===== src/rtl/fifo_wr_arbiter_pkg.sv =====
// Shared types and the circular first-one search used by the FIFO write arbiter.
// rr_pick works on a fixed MAX_REQ-wide vector so any NUM_REQ up to MAX_REQ can share it.
package fifo_arb_pkg;

  localparam int MAX_REQ = 32;
  localparam int IDX_W   = 5;

  typedef enum logic {
    IDLE  = 1'b0,
    BURST = 1'b1
  } arb_state_e;

  typedef struct packed {
    logic             found;
    logic [IDX_W-1:0] index;
  } rr_pick_t;

  // The lowest offset k from ptr wins, so the result is the first valid bit at or after ptr.
  function automatic rr_pick_t rr_pick(input logic [MAX_REQ-1:0] valid,
                                       input logic [IDX_W-1:0]   ptr,
                                       input int                 num);
    rr_pick_t res;
    int       idx;
    res = '0;
    for (int k = 0; k < MAX_REQ; k++) begin
      idx = int'(ptr) + k;
      if (idx >= num) idx = idx - num;
      if ((k < num) && !res.found && (idx < MAX_REQ) && valid[idx[IDX_W-1:0]]) begin
        res.found = 1'b1;
        res.index = IDX_W'(idx);
      end
    end
    return res;
  endfunction

endpackage


===== src/rtl/fifo_wr_arbiter_if.sv =====
// Producer handshake plus FIFO write port shared by the arbiter and its surroundings.
// master is the arbiter side; slave is the producers/FIFO side.
interface fifo_wr_arbiter_if #(
  parameter int NUM_REQ    = 4,
  parameter int DATA_WIDTH = 8,
  parameter int FIFO_DEPTH = 16
);
  localparam int GW = $clog2(NUM_REQ);
  localparam int CW = $clog2(FIFO_DEPTH) + 1;

  logic [NUM_REQ-1:0]            req_valid;
  logic [NUM_REQ*DATA_WIDTH-1:0] req_data;
  logic [NUM_REQ-1:0]            req_ready;
  logic                          fifo_full;
  logic [CW-1:0]                 fifo_count;
  logic                          fifo_wr;
  logic [DATA_WIDTH-1:0]         fifo_data;
  logic [GW-1:0]                 grant_id;

  modport master (
    input  req_valid, req_data, fifo_full, fifo_count,
    output req_ready, fifo_wr, fifo_data, grant_id
  );

  modport slave (
    output req_valid, req_data, fifo_full, fifo_count,
    input  req_ready, fifo_wr, fifo_data, grant_id
  );

endinterface


===== src/rtl/fifo_wr_arbiter_rr_priority_enc.sv =====
// Combinational circular first-one finder: first set bit of i_valid searching upward from i_ptr.
module rr_priority_enc
  import fifo_arb_pkg::*;
#(
  parameter int NUM_REQ = 4
) (
  input  logic [NUM_REQ-1:0]         i_valid,
  input  logic [$clog2(NUM_REQ)-1:0] i_ptr,
  output logic                       o_found,
  output logic [$clog2(NUM_REQ)-1:0] o_index
);

  localparam int IDW = $clog2(NUM_REQ);

  logic [MAX_REQ-1:0] w_valid_pad;
  logic [IDX_W-1:0]   w_ptr_pad;
  rr_pick_t           w_pick;

  assign w_valid_pad = MAX_REQ'(i_valid);
  assign w_ptr_pad   = IDX_W'(i_ptr);
  assign w_pick      = rr_pick(w_valid_pad, w_ptr_pad, NUM_REQ);
  assign o_found     = w_pick.found;
  assign o_index     = IDW'(w_pick.index);

endmodule


===== src/rtl/fifo_wr_arbiter.sv =====
// Round-robin write arbiter sharing one synchronous FIFO between NUM_REQ producers.
// Define ARB_BURST_EN to let a grantee keep the FIFO for up to BURST_LEN consecutive beats.
module fifo_wr_arbiter
  import fifo_arb_pkg::*;
#(
  parameter int NUM_REQ    = 4,
  parameter int DATA_WIDTH = 8,
  parameter int FIFO_DEPTH = 16,
  parameter int BURST_LEN  = 4
) (
  input logic               clk,
  input logic               rst_n,
  fifo_wr_arbiter_if.master arb_bus
);

  localparam int GW = $clog2(NUM_REQ);

  if ((NUM_REQ < 2) || (NUM_REQ > MAX_REQ) || (BURST_LEN < 1) || (FIFO_DEPTH < 2)) begin : g_bad_params
    $error("fifo_wr_arbiter: unsupported parameter set");
  end

  logic          w_rr_found;
  logic [GW-1:0] w_rr_idx;
  logic [GW-1:0] r_rr_ptr;
  logic          w_cand_ok;
  logic [GW-1:0] w_cand_idx;
  logic          w_xfer;
  logic [GW-1:0] w_ptr_inc;

  rr_priority_enc #(
    .NUM_REQ (NUM_REQ)
  ) u_rr_enc (
    .i_valid (arb_bus.req_valid),
    .i_ptr   (r_rr_ptr),
    .o_found (w_rr_found),
    .o_index (w_rr_idx)
  );

`ifdef ARB_BURST_EN
  localparam int CW  = $clog2(FIFO_DEPTH) + 1;
  localparam int BCW = $clog2(BURST_LEN + 1);

  arb_state_e     r_state;
  arb_state_e     w_state_nxt;
  logic [GW-1:0]  r_lock_id;
  logic [GW-1:0]  w_lock_nxt;
  logic [BCW-1:0] r_beat_cnt;
  logic [BCW-1:0] w_cnt_nxt;
  logic           w_fifo_filling;

  // A beat accepted at this occupancy leaves the FIFO full, so the burst must end with it.
  assign w_fifo_filling = (arb_bus.fifo_count >= CW'(FIFO_DEPTH - 1));

  always_comb begin
    w_cand_ok  = w_rr_found;
    w_cand_idx = w_rr_idx;
    if (r_state == BURST) begin
      w_cand_ok  = arb_bus.req_valid[r_lock_id];
      w_cand_idx = r_lock_id;
    end
  end

  always_comb begin
    w_state_nxt = r_state;
    w_lock_nxt  = r_lock_id;
    w_cnt_nxt   = r_beat_cnt;
    unique case (r_state)
      IDLE: begin
        if (w_xfer && (BURST_LEN > 1) && !w_fifo_filling) begin
          w_state_nxt = BURST;
          w_lock_nxt  = w_cand_idx;
          w_cnt_nxt   = BCW'(1);
        end
      end
      BURST: begin
        if (!arb_bus.fifo_full) begin
          if (!arb_bus.req_valid[r_lock_id]) begin
            w_state_nxt = IDLE;
            w_cnt_nxt   = '0;
          end else if ((r_beat_cnt == BCW'(BURST_LEN - 1)) || w_fifo_filling) begin
            w_state_nxt = IDLE;
            w_cnt_nxt   = '0;
          end else begin
            w_cnt_nxt = r_beat_cnt + BCW'(1);
          end
        end
      end
      default: begin
        w_state_nxt = IDLE;
        w_cnt_nxt   = '0;
      end
    endcase
  end

  always_ff @(posedge clk or negedge rst_n) begin
    if (!rst_n) begin
      r_state    <= IDLE;
      r_lock_id  <= '0;
      r_beat_cnt <= '0;
    end else begin
      r_state    <= w_state_nxt;
      r_lock_id  <= w_lock_nxt;
      r_beat_cnt <= w_cnt_nxt;
    end
  end
`else
  assign w_cand_ok  = w_rr_found;
  assign w_cand_idx = w_rr_idx;
`endif

  // rst_n gates the grant directly so nothing reaches the FIFO while reset is held.
  assign w_xfer    = rst_n & ~arb_bus.fifo_full & w_cand_ok;
  assign w_ptr_inc = (w_cand_idx == GW'(NUM_REQ - 1)) ? '0 : w_cand_idx + GW'(1);

  always_comb begin
    arb_bus.req_ready = '0;
    arb_bus.fifo_wr   = 1'b0;
    arb_bus.fifo_data = '0;
    arb_bus.grant_id  = '0;
    if (w_xfer) begin
      arb_bus.req_ready[w_cand_idx] = 1'b1;
      arb_bus.fifo_wr               = 1'b1;
      arb_bus.fifo_data             = arb_bus.req_data[w_cand_idx * DATA_WIDTH +: DATA_WIDTH];
      arb_bus.grant_id              = w_cand_idx;
    end
  end

  always_ff @(posedge clk or negedge rst_n) begin
    if (!rst_n) begin
      r_rr_ptr <= '0;
    end else if (w_xfer) begin
      r_rr_ptr <= w_ptr_inc;
    end
  end

endmodule


===== src/flat_wrapper.sv =====
// flat-port wrapper written by rule: the top's interface ports become plain ports
module fifo_wr_arbiter_flat import fifo_arb_pkg::*;
#(
  parameter int NUM_REQ    = 4,
  parameter int DATA_WIDTH = 8,
  parameter int FIFO_DEPTH = 16,
  parameter int BURST_LEN  = 4
)
  (clk, rst_n, arb_bus_req_valid, arb_bus_req_data, arb_bus_fifo_full, arb_bus_fifo_count, arb_bus_req_ready, arb_bus_fifo_wr, arb_bus_fifo_data, arb_bus_grant_id);
  fifo_wr_arbiter_if #(.NUM_REQ(NUM_REQ), .DATA_WIDTH(DATA_WIDTH), .FIFO_DEPTH(FIFO_DEPTH)) arb_bus_i ();
  input logic clk;
  input logic rst_n;
  input wire logic [$bits(arb_bus_i.req_valid)-1:0] arb_bus_req_valid;
  input wire logic [$bits(arb_bus_i.req_data)-1:0] arb_bus_req_data;
  input wire logic [$bits(arb_bus_i.fifo_full)-1:0] arb_bus_fifo_full;
  input wire logic [$bits(arb_bus_i.fifo_count)-1:0] arb_bus_fifo_count;
  output wire logic [$bits(arb_bus_i.req_ready)-1:0] arb_bus_req_ready;
  output wire logic [$bits(arb_bus_i.fifo_wr)-1:0] arb_bus_fifo_wr;
  output wire logic [$bits(arb_bus_i.fifo_data)-1:0] arb_bus_fifo_data;
  output wire logic [$bits(arb_bus_i.grant_id)-1:0] arb_bus_grant_id;
  assign arb_bus_i.req_valid = arb_bus_req_valid;
  assign arb_bus_i.req_data = arb_bus_req_data;
  assign arb_bus_i.fifo_full = arb_bus_fifo_full;
  assign arb_bus_i.fifo_count = arb_bus_fifo_count;
  assign arb_bus_req_ready = arb_bus_i.req_ready;
  assign arb_bus_fifo_wr = arb_bus_i.fifo_wr;
  assign arb_bus_fifo_data = arb_bus_i.fifo_data;
  assign arb_bus_grant_id = arb_bus_i.grant_id;
  fifo_wr_arbiter #(.NUM_REQ(NUM_REQ), .DATA_WIDTH(DATA_WIDTH), .FIFO_DEPTH(FIFO_DEPTH), .BURST_LEN(BURST_LEN)) u_core (.clk(clk), .rst_n(rst_n), .arb_bus(arb_bus_i));
endmodule

===== config.mk =====
export PLATFORM = sky130hd
export DESIGN_NAME = fifo_wr_arbiter_flat
export DESIGN_NICKNAME = d
export VERILOG_FILES = /design/src/rtl/fifo_wr_arbiter_pkg.sv /design/src/rtl/fifo_wr_arbiter_if.sv /design/src/rtl/fifo_wr_arbiter_rr_priority_enc.sv /design/src/rtl/fifo_wr_arbiter.sv /design/src/flat_wrapper.sv
export SDC_FILE = /design/constraint.sdc
export NUM_CORES = 1
export LEC_CHECK = 0
export ABC_AREA = 0
export CORE_MARGIN = 10
export CORE_UTILIZATION = 30
export DETAILED_ROUTE_END_ITERATION = 10
export HOLD_SLACK_MARGIN = 0.1
export PLACE_DENSITY = 0.81
export SLEW_MARGIN = 20
export SYNTH_ARGS = -nofsm -noshare
export SYNTH_HDL_FRONTEND = slang
export SYNTH_SLANG_ARGS = --single-unit

===== constraint.sdc =====
create_clock -name clk -period 2.4 [get_ports clk]
set_input_delay 0.36 -clock clk [delete_from_list [all_inputs] [get_ports clk]]
set_output_delay 0.36 -clock clk [all_outputs]
set_load 0.05 [all_outputs]

==> qor.txt, run 1 <==
Synthesized cell area = 769 um2
Site Rows = 18
Largest net degree at the start of global routing = 9
I/O Buffers = 53
Cells after synthesis = 87
Register area share after synthesis = 6.50%
Initial antenna violation count = 0
Cell chosen for the clock root = clkbuf_4
Number of flip-flops and latches in the synthesized netlist = 2
Avg Synthesized Cell Area = 8.84 um2
Cell type with the highest aggregate area in the netlist = mux2i_1
Post-Syn Nets = 139
Starting density of the core = 31.3%
Tool error = [ERROR DPL-0033] detailed placement checks failed during check placement.
Run status = stopped before the end
Leading post-synthesis cells by cell area = mux2i_1 (26%), ha_1 (13%), dfrtp_1 (6.5%)
H-tree depth = 1
Yosys Warn Count = 0
CTS sink cnt = 2
Endpoint with the least setup slack after the last global-route repair = arb_bus_fifo_data[2]
DIE WIDTH = 70.6 um
TritonCTS Buffers = 3
Routability-driven placement congestion ratio = 0.923
Worst endpoint type = output port
Placed cell count = 184
Halt point of the flow = global routing
Buffer levels on the longest clock path = 2
Number of library cell types mapped by synthesis = 33
DP HPWL = 2860 um
Synth top area share = 26.0%
Area after DPL = 0.00171 mm2
Top-level I/O count = 59
Y dimension of the die = 70.6 um
==> kinds of logic after synthesis <==
| group | Yosys count | share of synthesized area [%] |
|---|---|---|
| AOI/OAI and AO/OA | 23 | 22.1 |
| muxes | 22 | 29.4 |
| adders and majority gates | 8 | 13.0 |
| and+or+nand+nor | 21 | 18.5 |
| xor gates and xnor gates | 1 | 1.14 |
| buffers and inverters | 10 | 9.27 |
| DFF | 2 | 6.50 |
==> synth_stat cells <==
cell type  instances
mux2_4             1
xnor2_1            1
o21ai_2            2
o21ai_1            2
buf_12             1
nand2_1            1
and2_1             5
a21oi_1            3
nand2b_1           1
ha_1               8
inv_1              4
o211ai_1           2
mux2i_1           20
o21ai_0            1
nor2_1             3
o22ai_2            1
buf_6              2
a2bb2oi_2          1
a2bb2oi_1          1
nor3_1             1
or3b_1             1
or3_1              2
a21oi_2            2
mux2_2             1
nor3b_2            1
a21bo_2            1
nor3_2             2
inv_2              1
dfrtp_1            2
and3b_4            1
buf_2              2
o22ai_1            7
nor2b_1            3
==> what timing repair did <==
action,CTS
gates resized for setup,74
buffers inserted,14
pin swaps,11
hold buffers,0
endpoints found under the setup margin,16
cloned,1
==> through the flow <==
step | utilization (%) | worst slack (ns)
floorplan | - | -0.279
CTS | 90.5 | -0.561
detailed placement | 69.6 | -0.524
global placement | 69.6 | -0.490
==> run 2, diff against run 1 <==
Settings changed: CORE_AREA set to 10 10 71 73, CORE_MARGIN 10 to unset, CORE_UTILIZATION 30 to unset, DIE_AREA set to 0 0 81 83, HOLD_SLACK_MARGIN 0.1 to unset, PLACE_DENSITY 0.81 to unset, PLACE_DENSITY_LB_ADDON set to 0.15.
Clock period 2.4 ns to 3.1 ns, I/O delays scaled along.
==> run 2 against run 1 <==
Compared with the run above:
- the flow now finishes, with violations (setup timing)
- synthesized cell count stayed put
- synthesized area stayed put
==> qor.txt, run 2 <==
Initial antenna violation count = 0
Placed cell count = 196
Run status = complete, but fails checks
Crit path depth = 10
Routed vias = 921
Via count of the first global-routing pass = 954
Combined buffer and inverter count along the critical path = 3
Number of enable-type register cells in the synthesized netlist = 0
Peak fanout along the critical path = 6
Top-level I/O count = 59
Maximum VDD drop = 0.000395 V
Min-Delay Path Class = input pin to asynchronous set/reset pin
Area occupied by multi-input gates = 828 um2
Synthesized cell area = 769 um2
DIE WIDTH = 81 um
Violations in the final reports = setup timing
Leading cell type by number of instances after synthesis = mux2i_1
Family with the most delay on the worst path = compound AO/OA/AOI/OAI gates
Achievable Freq = 321 MHz
Final hold violation count = 0
Crit path setup slack, layout = -0.0170 ns
Rel. slew slack = 73.8%
Critical Path Most Common Cell = buf_12
Endpoint kind of the worst setup timing path = output port
Nets@finish = 211
Post-route cell area = 0.00186 mm2
Post-detailed-route via-to-cell ratio = 4.49
Routability-driven placement congestion ratio = 0.750
Cells after synthesis = 87
Post-placement setup slack = -0.0152 ns
TritonRoute pass-1 iters = 4
Register area share after synthesis = 6.50%
Site Rows = 22
Most common library cells after synthesis = mux2i_1 (20), ha_1 (8), o22ai_1 (7)
Most frequent standard cell in the layout excluding fill and tap cells = clkdlybuf4s50_1
Crit path cell chain = buf_12 -> ha_4 -> nor2b_4 -> or3_4 -> a21oi_4 -> a2bb2oi_4 -> clkbuf_16 -> mux2i_1 -> o22ai_2 -> buf_12
Element type at the critical path start = register
Leading post-synthesis cells by cell area = mux2i_1 (26%), ha_1 (13%), dfrtp_1 (6.5%)
Largest register FFs = 2
Synth Flop Type = dfrtp_1
First-pass GRT wire length = 4690 um
Power density over the cells = 1080 mW/mm2
Insertion delay of the later-clocked pin in the worst-skew pair = 0.21 ns
Worst Tran Pin Value = 0.382 ns
Fin Hold WS = 0.435 ns
Starting density of the core = 21.2%
Detailed Route Iter0 Violations = 42
Worst r2r path cells = 12
TritonCTS Buffers = 3
Largest net degree at the start of global routing = 21
CTS tree = built
Async S/R FF share, synth = 100%
Number of library cell types mapped by synthesis = 33
Register containing the most flip-flops in the final layout = u_core.r_rr_ptr
WL final = 3280 um
CP Class = register to output port
Setup repair after global routing missed its margin = true
Leak = 0.780 nW
Ant. Diodes = 0
Clock skew = 0.00163 ns
Library cell contributing the largest single delay on the critical path = dfrtp_1
Maxcap violations = 0
Cell chosen for the clock root = clkbuf_8
Setup violations, final = 2
Arrival time worst endpoint = 2.65 ns
Worst R2R End = u_core.r_rr_ptr[1]$_DFFE_PN0P_
Number of pins with negative max-slew slack in the final report = 0
Fin cells = 205
Fraction of layout instances using a drive strength above 1 = 46.5%
Area after DPL = 0.00154 mm2
DP HPWL = 2530 um
Sum of overflow across all layers after global routing = 0
H-tree depth = 1
Slack of the worst reg-to-reg path = 0.72 ns
Final clock period utilization by the worst path = 101%
Final critical path time including I/O delays and setup = 3.12 ns
Leading registers by flop count = u_core.r_rr_ptr x2
Clock transition at the registers of the reported paths = 0.03 ns
Floorplan core area = 0.00363 mm2
Remaining antenna violation count = 0
Y dimension of the die = 83 um
Post-Syn Nets = 139
Number of fill cells in the layout = 361
Buffer levels on the longest clock path = 2
CTS sink cnt = 2
Critical R2R Launch = u_core.r_rr_ptr[0]$_DFFE_PN0P_
Total routing usage reported by global routing = 8.79%
Cell type with the highest aggregate area in the netlist = mux2i_1
Number of flip-flops and latches in the synthesized netlist = 2
I/O Buffers = 53
Slowest Stage Delay on Critical Path = 0.40 ns
Area growth from synthesis to final layout = 141%
Synth top area share = 26.0%
FF+latch area = 50.0 um2
Post-route DRC violation count = 0
Yosys Warn Count = 0
Die footprint = 0.00672 mm2
Avg Synthesized Cell Area = 8.84 um2
Required time of the worst setup path = 2.63 ns
Highest-count cells in the layout ignoring fill and taps = clkdlybuf4s50_1 (37), buf_4 (15), buf_12 (14)
Per-cell routed wire length = 16.0 um
[run 2: cell counts after synthesis]
No cell type changed its count.
[run 2: area by class of cell]
cell class / instances / share of cell area [%]
timing repair buffer: 72 / 46.3
multi-input combinational: 75 / 44.6
inverter: 5 / 1.01
sequential: 2 / 2.69
clock buffer: 3 / 2.22
tap: 48 / 3.23
[run 2: layer usage]
| metal | GRT usage [%] | up-vias | wire (um) |
|---|---|---|---|
| met3 | 2.59 | 0 | 170 |
| met5 | 0 | - | 0 |
| met2 | 16.6 | 19 | 1930 |
| met4 | 1.88 | 0 | 0 |
| li1 | - | 462 | - |
| met1 | 9.05 | 440 | 1180 |
[run 2: how the worst max path moves through the flow]
stage | startpoint | to
after floorplan | u_core.r_rr_ptr[0]$_DFFE_PN0P_ | arb_bus_fifo_data[0]
after global placement | arb_bus_req_valid[1] | arb_bus_fifo_data[3]
after detailed placement | arb_bus_req_valid[1] | arb_bus_fifo_data[2]
after CTS | u_core.r_rr_ptr[0]$_DFFE_PN0P_ | arb_bus_fifo_data[1]
after global routing | u_core.r_rr_ptr[0]$_DFFE_PN0P_ | arb_bus_fifo_data[0]
final | u_core.r_rr_ptr[0]$_DFFE_PN0P_ | arb_bus_fifo_data[0]
[run 2: repair_timing]
item                                    in CTS  in global routing
endpoints found under the setup margin      10                 12
setup buffers                                0                  3
gates cloned                                 0                  3
hold buffers                                 0                  0
pin swaps                                    0                  7
gates resized for setup                      9                 25
[run 2: logic make-up (layout without fill, tap and decap cells)]
family / after synthesis / count (layout) / share of synthesized area, %
flip-flops: 2 / 2 / 6.50
adder cells (fa/ha/maj): 8 / 8 / 13.0
XOR/XNOR: 1 / 1 / 1.14
buffers and inverters: 10 / 80 / 9.27
multiplexers: 22 / 22 / 29.4
AO/OA/AOI/OAI: 23 / 23 / 22.1
AND/OR/NAND/NOR: 21 / 21 / 18.5
[run 2: per-stage QoR]
| step | utilization, % | setup TNS, ns | total power (W) |
|---|---|---|---|
| floorplan | - | -1.51 | 0.000981 |
| global placement | 42.5 | -0.0376 | 0.00146 |
| detailed placement | 42.5 | -0.0203 | 0.00148 |
| CTS | 45.1 | 0 | 0.00166 |
| global route | 51.1 | -0.899 | 0.00214 |
| finish | 51.1 | -0.0178 | 0.00201 |
[run 2: where the power goes]
group | internal [W] | switching [W] | total [W]
combinational | 0.000989 | 0.000867 | 0.00186
clock | 0.0000820 | 0.0000196 | 0.000102
sequential | 0.0000400 | 0.0000119 | 0.0000520
[run 2: worst register-to-register path: cells and delay by family, from the launching register on]
| family | cells | cell delay (ns) |
|---|---|---|
| compound gates | 4 | 0.59 |
| fa+ha+maj | 2 | 0.53 |
| buf+inv | 3 | 0.33 |
| flops | 1 | 0.38 |
| simple gates | 3 | 0.44 |
Power figures use the tool's default switching activity.
